File: src/rtl/alu_seq.sv
// rtl/alu_seq.sv - handshaked parametrised ALU with multi-cycle shift-add multiplier
module alu_seq #(
   parameter int WIDTH = 8,
   parameter int CNT_W = $clog2(WIDTH + 1)
) (
   input  logic             clk,
   input  logic             rst_n,
   input  logic             in_valid,
   output logic             in_ready,
   input  logic [WIDTH-1:0] a,
   input  logic [WIDTH-1:0] b,
   input  logic [3:0]       op,
   output logic             out_valid,
   input  logic             out_ready,
   output logic [WIDTH-1:0] result,
   output logic [WIDTH-1:0] result_hi,
   output logic             carry_out,
   output logic             overflow,
   output logic             negative,
   output logic             zero,
   output logic             busy
);

   localparam logic [3:0] OP_ADD = 4'd0;
   localparam logic [3:0] OP_SUB = 4'd1;
   localparam logic [3:0] OP_AND = 4'd2;
   localparam logic [3:0] OP_OR  = 4'd3;
   localparam logic [3:0] OP_XOR = 4'd4;
   localparam logic [3:0] OP_NOT = 4'd5;
   localparam logic [3:0] OP_SHL = 4'd6;
   localparam logic [3:0] OP_SHR = 4'd7;
   localparam logic [3:0] OP_MUL = 4'd8;
   localparam logic [3:0] OP_ASR = 4'd9;
   localparam logic [3:0] OP_ROL = 4'd10;
   localparam logic [3:0] OP_ROR = 4'd11;

   typedef enum logic [1:0] {
      S_IDLE,
      S_MUL,
      S_DONE
   } state_t;

   state_t             state;
   logic [WIDTH-1:0]   a_r;
   logic [WIDTH-1:0]   acc_hi;
   logic [WIDTH-1:0]   acc_lo;
   logic [CNT_W-1:0]   cnt;

   logic [WIDTH-1:0]   c_res;
   logic               c_carry;
   logic               c_ovf;
   logic [WIDTH:0]     add_full;
   logic [WIDTH:0]     sub_full;
   logic [WIDTH:0]     mul_sum;
   logic               accept;

   // Gated by rst_n so in_ready reads 0 while reset is held.
   assign in_ready = rst_n && (state == S_IDLE);
   assign busy     = (state != S_IDLE);
   assign accept   = in_valid && in_ready;

   assign add_full = {1'b0, a} + {1'b0, b};
   assign sub_full = {1'b0, a} - {1'b0, b};
   // Partial product: add A into the high half when the current multiplier LSB is set.
   assign mul_sum  = {1'b0, acc_hi} + (acc_lo[0] ? {1'b0, a_r} : {(WIDTH + 1){1'b0}});

   // Single-cycle datapath evaluated on the presented operands at the accepting edge.
   always_comb begin
      c_res   = '0;
      c_carry = 1'b0;
      c_ovf   = 1'b0;
      case (op)
         OP_ADD: begin
            c_res   = add_full[WIDTH-1:0];
            c_carry = add_full[WIDTH];
            c_ovf   = (a[WIDTH-1] == b[WIDTH-1]) && (c_res[WIDTH-1] != a[WIDTH-1]);
         end
         OP_SUB: begin
            c_res   = sub_full[WIDTH-1:0];
            c_carry = sub_full[WIDTH];
            c_ovf   = (a[WIDTH-1] != b[WIDTH-1]) && (c_res[WIDTH-1] != a[WIDTH-1]);
         end
         OP_AND: c_res = a & b;
         OP_OR:  c_res = a | b;
         OP_XOR: c_res = a ^ b;
         OP_NOT: c_res = ~a;
         OP_SHL: begin
            c_res   = {a[WIDTH-2:0], 1'b0};
            c_carry = a[WIDTH-1];
         end
         OP_SHR: begin
            c_res   = {1'b0, a[WIDTH-1:1]};
            c_carry = a[0];
         end
         OP_ASR: begin
            c_res   = {a[WIDTH-1], a[WIDTH-1:1]};
            c_carry = a[0];
         end
         OP_ROL: begin
            c_res   = {a[WIDTH-2:0], a[WIDTH-1]};
            c_carry = a[WIDTH-1];
         end
         OP_ROR: begin
            c_res   = {a[0], a[WIDTH-1:1]};
            c_carry = a[0];
         end
         default: begin
            c_res   = '0;
            c_carry = 1'b0;
            c_ovf   = 1'b0;
         end
      endcase
   end

   // Control FSM with registered result, flags and out_valid.
   always_ff @(posedge clk or negedge rst_n) begin
      if (!rst_n) begin
         state     <= S_IDLE;
         a_r       <= '0;
         acc_hi    <= '0;
         acc_lo    <= '0;
         cnt       <= '0;
         out_valid <= 1'b0;
         result    <= '0;
         result_hi <= '0;
         carry_out <= 1'b0;
         overflow  <= 1'b0;
         negative  <= 1'b0;
         zero      <= 1'b0;
      end else begin
         case (state)
            S_IDLE: begin
               if (accept) begin
                  if (op == OP_MUL) begin
                     a_r    <= a;
                     acc_hi <= '0;
                     acc_lo <= b;
                     cnt    <= CNT_W'(WIDTH);
                     state  <= S_MUL;
                  end else begin
                     result    <= c_res;
                     result_hi <= '0;
                     carry_out <= c_carry;
                     overflow  <= c_ovf;
                     negative  <= c_res[WIDTH-1];
                     zero      <= (c_res == '0);
                     out_valid <= 1'b1;
                     state     <= S_DONE;
                  end
               end
            end
            S_MUL: begin
               if (cnt == '0) begin
                  result    <= acc_lo;
                  result_hi <= acc_hi;
                  carry_out <= (acc_hi != '0);
                  overflow  <= 1'b0;
                  negative  <= acc_hi[WIDTH-1];
                  zero      <= ({acc_hi, acc_lo} == '0);
                  out_valid <= 1'b1;
                  state     <= S_DONE;
               end else begin
                  // Shift the running product right, pulling in the carry of the partial sum.
                  {acc_hi, acc_lo} <= {mul_sum, acc_lo[WIDTH-1:1]};
                  cnt              <= cnt - CNT_W'(1);
               end
            end
            S_DONE: begin
               if (out_ready) begin
                  out_valid <= 1'b0;
                  state     <= S_IDLE;
               end
            end
            default: begin
               out_valid <= 1'b0;
               state     <= S_IDLE;
            end
         endcase
      end
   end

endmodule

File: config.mk
export PLATFORM = sky130hd
export DESIGN_NAME = alu_seq
export DESIGN_NICKNAME = d
export VERILOG_FILES = /design/src/rtl/alu_seq.sv
export SDC_FILE = /design/constraint.sdc
export NUM_CORES = 1
export LEC_CHECK = 0
export ABC_AREA = 0
export BUFFER_PORTS_ARGS = -buffer_cell sky130_fd_sc_hd__buf_2
export CORE_UTILIZATION = 35
export DETAILED_ROUTE_END_ITERATION = 16
export PLACE_DENSITY = 0.64
export SYNTH_ARGS = -nofsm -noshare
export SYNTH_HDL_FRONTEND = slang
export SYNTH_SLANG_ARGS = --single-unit
File: constraint.sdc
create_clock -name clk -period 3.1 [get_ports clk]
set_input_delay 0.62 -clock clk [delete_from_list [all_inputs] [get_ports clk]]
set_output_delay 0.62 -clock clk [all_outputs]
set_load 0.02 [all_outputs]
==> results.yml, run 1 <==
setup_path:
  path_buf_inv: 2
  crit_path_start_kind: "input pin"
  cp_max_fo: 3
  cp.depth: 11
  critPathTopFamily: "compound AO/OA/AOI/OAI gates"
  max_stage_delay_ps: 440
  cp.arrival_ps: 2990
  reg2reg_depth: 10
  endpoint_kind: "flip-flop"
  crit_required_ps: 3280
  cp_slowest_cell: "a222oi_1"
  path_class: "in -> reg"
  path_cells: "buf_2, inv_1, ha_1, fa_1, nor3_1, nor3_1, a221o_1, a222oi_1, o211ai_1, o21ai_0, o21ai_0"
detailed_routing:
  drc: 0
  routed-via-count: 3716
  drt_iter0_drc: 277
  dr.pass1.iters: 5
  vias_per_cell: 5.63
  routed_wl_microns: 11400
  antenna_left: 0
  wl_per_cell_microns: 17.3
timing:
  holdWs_ps: 121
  worst_slack_ps: 286
  min_period_ps: 2810
  tns_ps: 0
  slew_headroom_pct: 53.6
  skew_ps: 8.29
  slew_viol_final: 0
  hold_viol: 0
  period_share_pct: 90.8
  setup_viol: 0
  fmax_ghz: 0.355
  worst_pin_slew_ps: 696
  grt_setup_unrepaired: "false"
placed_design:
  portBuffers: 46
  place_area_sq_um: 4400
  gp_congestion: 0.903
  dp_slack_ps: 102
  dp_hpwl_microns: 8880
  place_inst: 652
die:
  die-area_sq_um: 11800
  die_w_microns: 109
  ios: 47
  die_y_microns: 109
  initial_core_util_pct: 36.3
  fp.coreArea_sq_um: 10900
  rows: 38
power_and_ir_drop:
  cellPowerDensity_nw_per_um2: 541
  vdd_drop_max_v: 0.000301
  p_leak_nw: 2.24
  fin_total_pwr_mw: 2.46
cts:
  cts_max_level: 2
  clock-root-buffer: "clkbuf_16"
  cts_resized: 0
  postCtsSetupBuffers: 0
  cts-buffers-inserted: 5
  clock-sinks: 51
  cts.path.max_buffers: 2
  clkSlewWorstSetupHoldPaths_ps: 70
  cts_tree: "done"
  holdBufCountCts: 0
  clock_latency_ps: 300
status:
  status: "finished clean"
logic_synthesis:
  ys_seq_area_share_pct: 32.1
  synth_cells: 474
  ys_warn_count: 0
  synth-main-ff-cell: "dfrtp_1"
  avgSynthCellArea_sq_um: 8.38
  ys_async_sr_fraction_pct: 100
  synth_area_leaders: "dfrtp_1 (32%), ha_1 (11%), nand2_1 (5.0%)"
  yosysTopAreaCell: "dfrtp_1"
  yosysMostFrequentCell: "nand2_1"
  synth_edf_count: 0
  synth_commonest_cells: "nand2_1 (53), dfrtp_1 (51), nor2_1 (38)"
  yosys.area.top_type_share_pct: 32.1
  synth_cell_types: 61
  netlist_area_sq_um: 3970
  ys_seq_elements: 51
  synthesis.nets: 535
grt:
  grt.total_usage_pct: 20.4
  grt_pass1_vias: 3548
  antenna_found_initial: 0
  gr-total-overflow: 0
  grt_pass1_wl_microns: 18400
  grt_max_degree: 51
cells_and_area:
  antenna_cells: 0
  regArea_sq_um: 1280
  nNetsFinal: 580
  n_fill_cell: 1099
  multi_input_area_sq_um: 2470
  design_area_sq_um: 4550
  areaGrowthSynthToFinish_pct: 14.5
  drive_above_1_share_pct: 16.3
  stdcell_count: 660
  final_core_util_pct: 41.6
hold_path:
  min_path_type: "in -> async"
run:
  maxCapViolations: 0
-- state kept, by name (all words and copies together), names as in the netlist --
register / cells
result: 8
cnt: 4
acc_hi: 8
out_valid: 1
a_r: 8
zero: 1
negative: 1
acc_lo: 8
state: 2
overflow: 1
result_hi: 8
carry_out: 1
-- layout by cell type (no fill, tap or decap), types with 8 or more instances in the layout --
cell type | synthesis | layout
a21o_1 | 8 | 8
a21oi_1 | 30 | 30
a22o_1 | 12 | 12
and2_1 | 10 | 10
buf_2 | 12 | 46
buf_4 | 0 | 18
dfrtp_1 | 51 | 51
ha_1 | 34 | 34
inv_1 | 31 | 31
nand2_1 | 53 | 53
nor2_1 | 38 | 37
nor3_1 | 11 | 11
nor4_1 | 8 | 8
o21ai_0 | 36 | 36
-- layout make-up --
class / count / area share, %
clock buffer: 5 / 2.75
clock inverter: 3 / 0.413
inverter: 31 / 2.56
multi-input combinational: 366 / 54.3
sequential: 51 / 28.1
tap: 140 / 3.85
timing repair buffer: 64 / 8.04
-- kinds of logic (layout without fill, tap and decap cells) --
group           Yosys count  in the layout  synth area share [%]
compound gates          154            154                  26.6
xor+xnor                 11             11                  2.43
buf+inv                  57            103                  5.77
fa+ha+maj                37             37                  12.2
mux                       7              7                  1.80
simple gates            157            157                  19.1
flops                    51             51                  32.1
-- where the power goes --
part | switching, mW | internal (mW)
logic | 0.521 | 0.362
clock network | 0.247 | 0.299
registers | 0.181 | 0.848
-- path summary, 6_finish.rpt --
| path | startpoint | to | slack [ps] |
|---|---|---|---|
| setup / recovery | a[0] | result[4] | 290 |
| hold / removal | rst_n | out_valid | 120 |
| setup reg to reg | acc_lo[0] | acc_hi[7] | 690 |
| hold reg to reg | result[7] | result[7] | 470 |
| max in group asynchronous | rst_n | result[5] | 2140 |
| min in group clk | result[7] | result[7] | 470 |
-- layer usage --
metal,up-vias,share of wire (%),global-route usage [%]
met1,1741,45,27.7
li1,1809,-,-
met2,144,46,32.5
met3,22,6.2,2.83
met5,-,0,0
met4,0,2.7,8.40
Power figures use the tool's default switching activity.
==> run 2, diff against run 1 <==
ABC_AREA = 1   (was 0)
CORE_MARGIN = 3   (was default)
==> run 2 against run 1 <==
Compared with the run above: combinational power grew 28%; cell count grew 20%; highest routed layer unchanged; via count grew 7.9%; first-iteration DRC count shrank 3.2%; sequential share of layout area shrank 0.077 points; die area grew 9.3%; clock power is essentially flat; critical path depth grew 4; wire length grew 4.7%; setup slack gained 430 ps; largest power group is now combinational cells; total power grew 12%.
==> results.yml, run 2 <==
status:
  status: "finished clean"
grt:
  grt.total_usage_pct: 18.8
  grt_pass1_wl_microns: 19600
  gr-total-overflow: 0
  antenna_found_initial: 0
  grt_max_degree: 52
  grt_pass1_vias: 3932
logic_synthesis:
  synth_edf_count: 0
  muxShareOfSynthArea_pct: 0
  avgSynthCellArea_sq_um: 6.64
  synth_adder_area_share_pct: 12.0
  yosysMostFrequentCell: "nand2_1"
  synth_compound_area_share_pct: 11.6
  synth_commonest_cells: "nand2_1 (197), inv_1 (83), nor2_1 (63)"
  yosys.area.top_type_share_pct: 31.6
  synthesis.nets: 670
  netlist_area_sq_um: 4040
  ys_async_sr_fraction_pct: 100
  ys_seq_area_share_pct: 31.6
  yosysTopAreaCell: "dfrtp_1"
  synth_cells: 609
  synth-main-ff-cell: "dfrtp_1"
  synth_area_leaders: "dfrtp_1 (32%), nand2_1 (18%), ha_1 (11%)"
  yosys.area_share.simple_pct: 34.0
  synth_top_family_by_area: "simple AND/OR/NAND/NOR gates"
  synth_cell_types: 33
  ys_warn_count: 0
  synthXorXnorAreaFrac_pct: 1.08
  ys_seq_elements: 51
cells_and_area:
  nNetsFinal: 714
  drive_above_1_share_pct: 10.6
  areaGrowthSynthToFinish_pct: 12.8
  final_common_cell: "nand2_1"
  n_fill_cell: 1143
  most-common-layout-cells: "nand2_1 (197), inv_1 (83), nor2_1 (63), nand3_1 (51), dfrtp_1 (51)"
  antenna_cells: 0
timing:
  period_share_pct: 77.0
  holdWs_ps: 466
  grt_setup_unrepaired: "false"
  fmax_ghz: 0.419
  setup_viol: 0
  min_period_ps: 2390
  hold_viol: 0
  slew_viol_final: 0
  skew_ps: 9.33
  worst_pin_slew_ps: 804
  tns_ps: 0
  slew_headroom_pct: 46.2
cts:
  holdBufCountCts: 0
  cts_resized: 0
  clock-root-buffer: "clkbuf_16"
  cts_max_level: 2
  cts_tree: "done"
  clock_latency_ps: 290
  clkSlewWorstSetupHoldPaths_ps: 70
  postCtsSetupBuffers: 0
  cts.path.max_buffers: 2
  cts-buffers-inserted: 5
  clock-sinks: 51
die:
  die-area_sq_um: 12900
  die_w_microns: 113
  ios: 47
  rows: 38
  initial_core_util_pct: 36.5
  fp.coreArea_sq_um: 11100
  die_y_microns: 113
run:
  maxCapViolations: 0
setup_path:
  endpoint_kind: "flip-flop"
  cp.arrival_ps: 2570
  path_class: "reg -> reg"
  crit_required_ps: 3280
  cp_max_fo: 11
  crit_path_start_kind: "flip-flop"
detailed_routing:
  vias_per_cell: 5.05
  routed_wl_microns: 12000
  wl_per_cell_microns: 15.1
  dr.pass1.iters: 5
  drt_iter0_drc: 268
  antenna_left: 0
  routed-via-count: 4011
  drc: 0
power_and_ir_drop:
  cellPowerDensity_nw_per_um2: 602
  p_leak_nw: 2.52
  fin_total_pwr_mw: 2.75
  vdd_drop_max_v: 0.000262
placed_design:
  portBuffers: 46
  gp_congestion: 0.972
  dp_hpwl_microns: 9270
hold_path:
  min_path_type: "in -> async"
run 2: cell types whose count changed after synthesis, moves of 9 or more:
cell / delta
nor2_1: +25
a21oi_1: -10
inv_1: +52
nand3_1: +46
nand2_1: +144
and2_1: -9
a22o_1: -12
a31oi_1: +11
nor3_1: -9
run 2: worst paths after layout:
| check | depth (start not counted) | to | slack (ps) | startpoint |
|---|---|---|---|---|
| setup / recovery | 15 | acc_hi[7] | 710 | acc_lo[0] |
| hold / removal | 2 | cnt[1] | 470 | rst_n |
| setup reg to reg | 15 | acc_hi[7] | 710 | acc_lo[0] |
| hold reg to reg | 2 | result_hi[5] | 480 | result_hi[5] |
| max in group asynchronous | 2 | result[7] | 2160 | rst_n |
| min in group clk | 2 | result_hi[5] | 480 | result_hi[5] |
run 2: per-stage QoR:
step | setup slack [ps] | std cells | area, sq um | utilization, %
floorplan | 903 | 609 | 4040 | -
global placement | 497 | 786 | 4410 | 39.8
detailed placement | 490 | 786 | 4410 | 39.8
CTS | 725 | 794 | 4560 | 41.1
global route | 416 | 794 | 4560 | 41.1
finish | 713 | 794 | 4560 | 41.1
run 2: kinds of logic (layout without fill, tap and decap cells):
kind of cell / count (synthesis) / count (layout)
and+or+nand+nor: 331 / 331
xor gates and xnor gates: 5 / 5
AOI/OAI and AO/OA: 85 / 85
buffers and inverters: 100 / 145
DFF: 51 / 51
adders and majority gates: 37 / 37
run 2: power by group:
group          leakage, nW  total, mW  internal (mW)  switching [mW]
Sequential           0.647       1.07          0.884           0.184
Combinational         1.81       1.13          0.391           0.741
Clock               0.0658      0.546          0.298           0.248
Total                 2.52       2.75           1.57            1.17
run 2: worst max-delay path, stage by stage (launching register included):
cell and delay [ps]:
dfrtp_1 500, nand2_1 130, inv_1 50, ha_1 190, fa_1 410, nand2_1 80
nand2_1 50, nand2_1 50, nand2_1 80, nand2_1 70, nand2_1 50, a21oi_1 170
nor2_1 80, o21a_1 160, o21ai_0 140, nand2_1 70
run 2: final cells by class:
cell class,instances,area [sq um],share of cell area (%)
Multi-Input combinational cell,458,2370,52.0
Sequential cell,51,1280,28.0
Inverter,86,323,7.08
Timing Repair Buffer,51,268,5.87
Tap cell,140,175,3.84
Clock buffer,5,125,2.74
Clock inverter,3,20.0,0.439
run 2: layer usage:
metal	up-vias	global-route usage [%]	part of all wire (%)
li1	2030	-	-
met1	1834	26.5	46
met2	134	31.4	47
met3	13	1.49	5.1
met4	0	4.17	1.5
met5	-	0	0
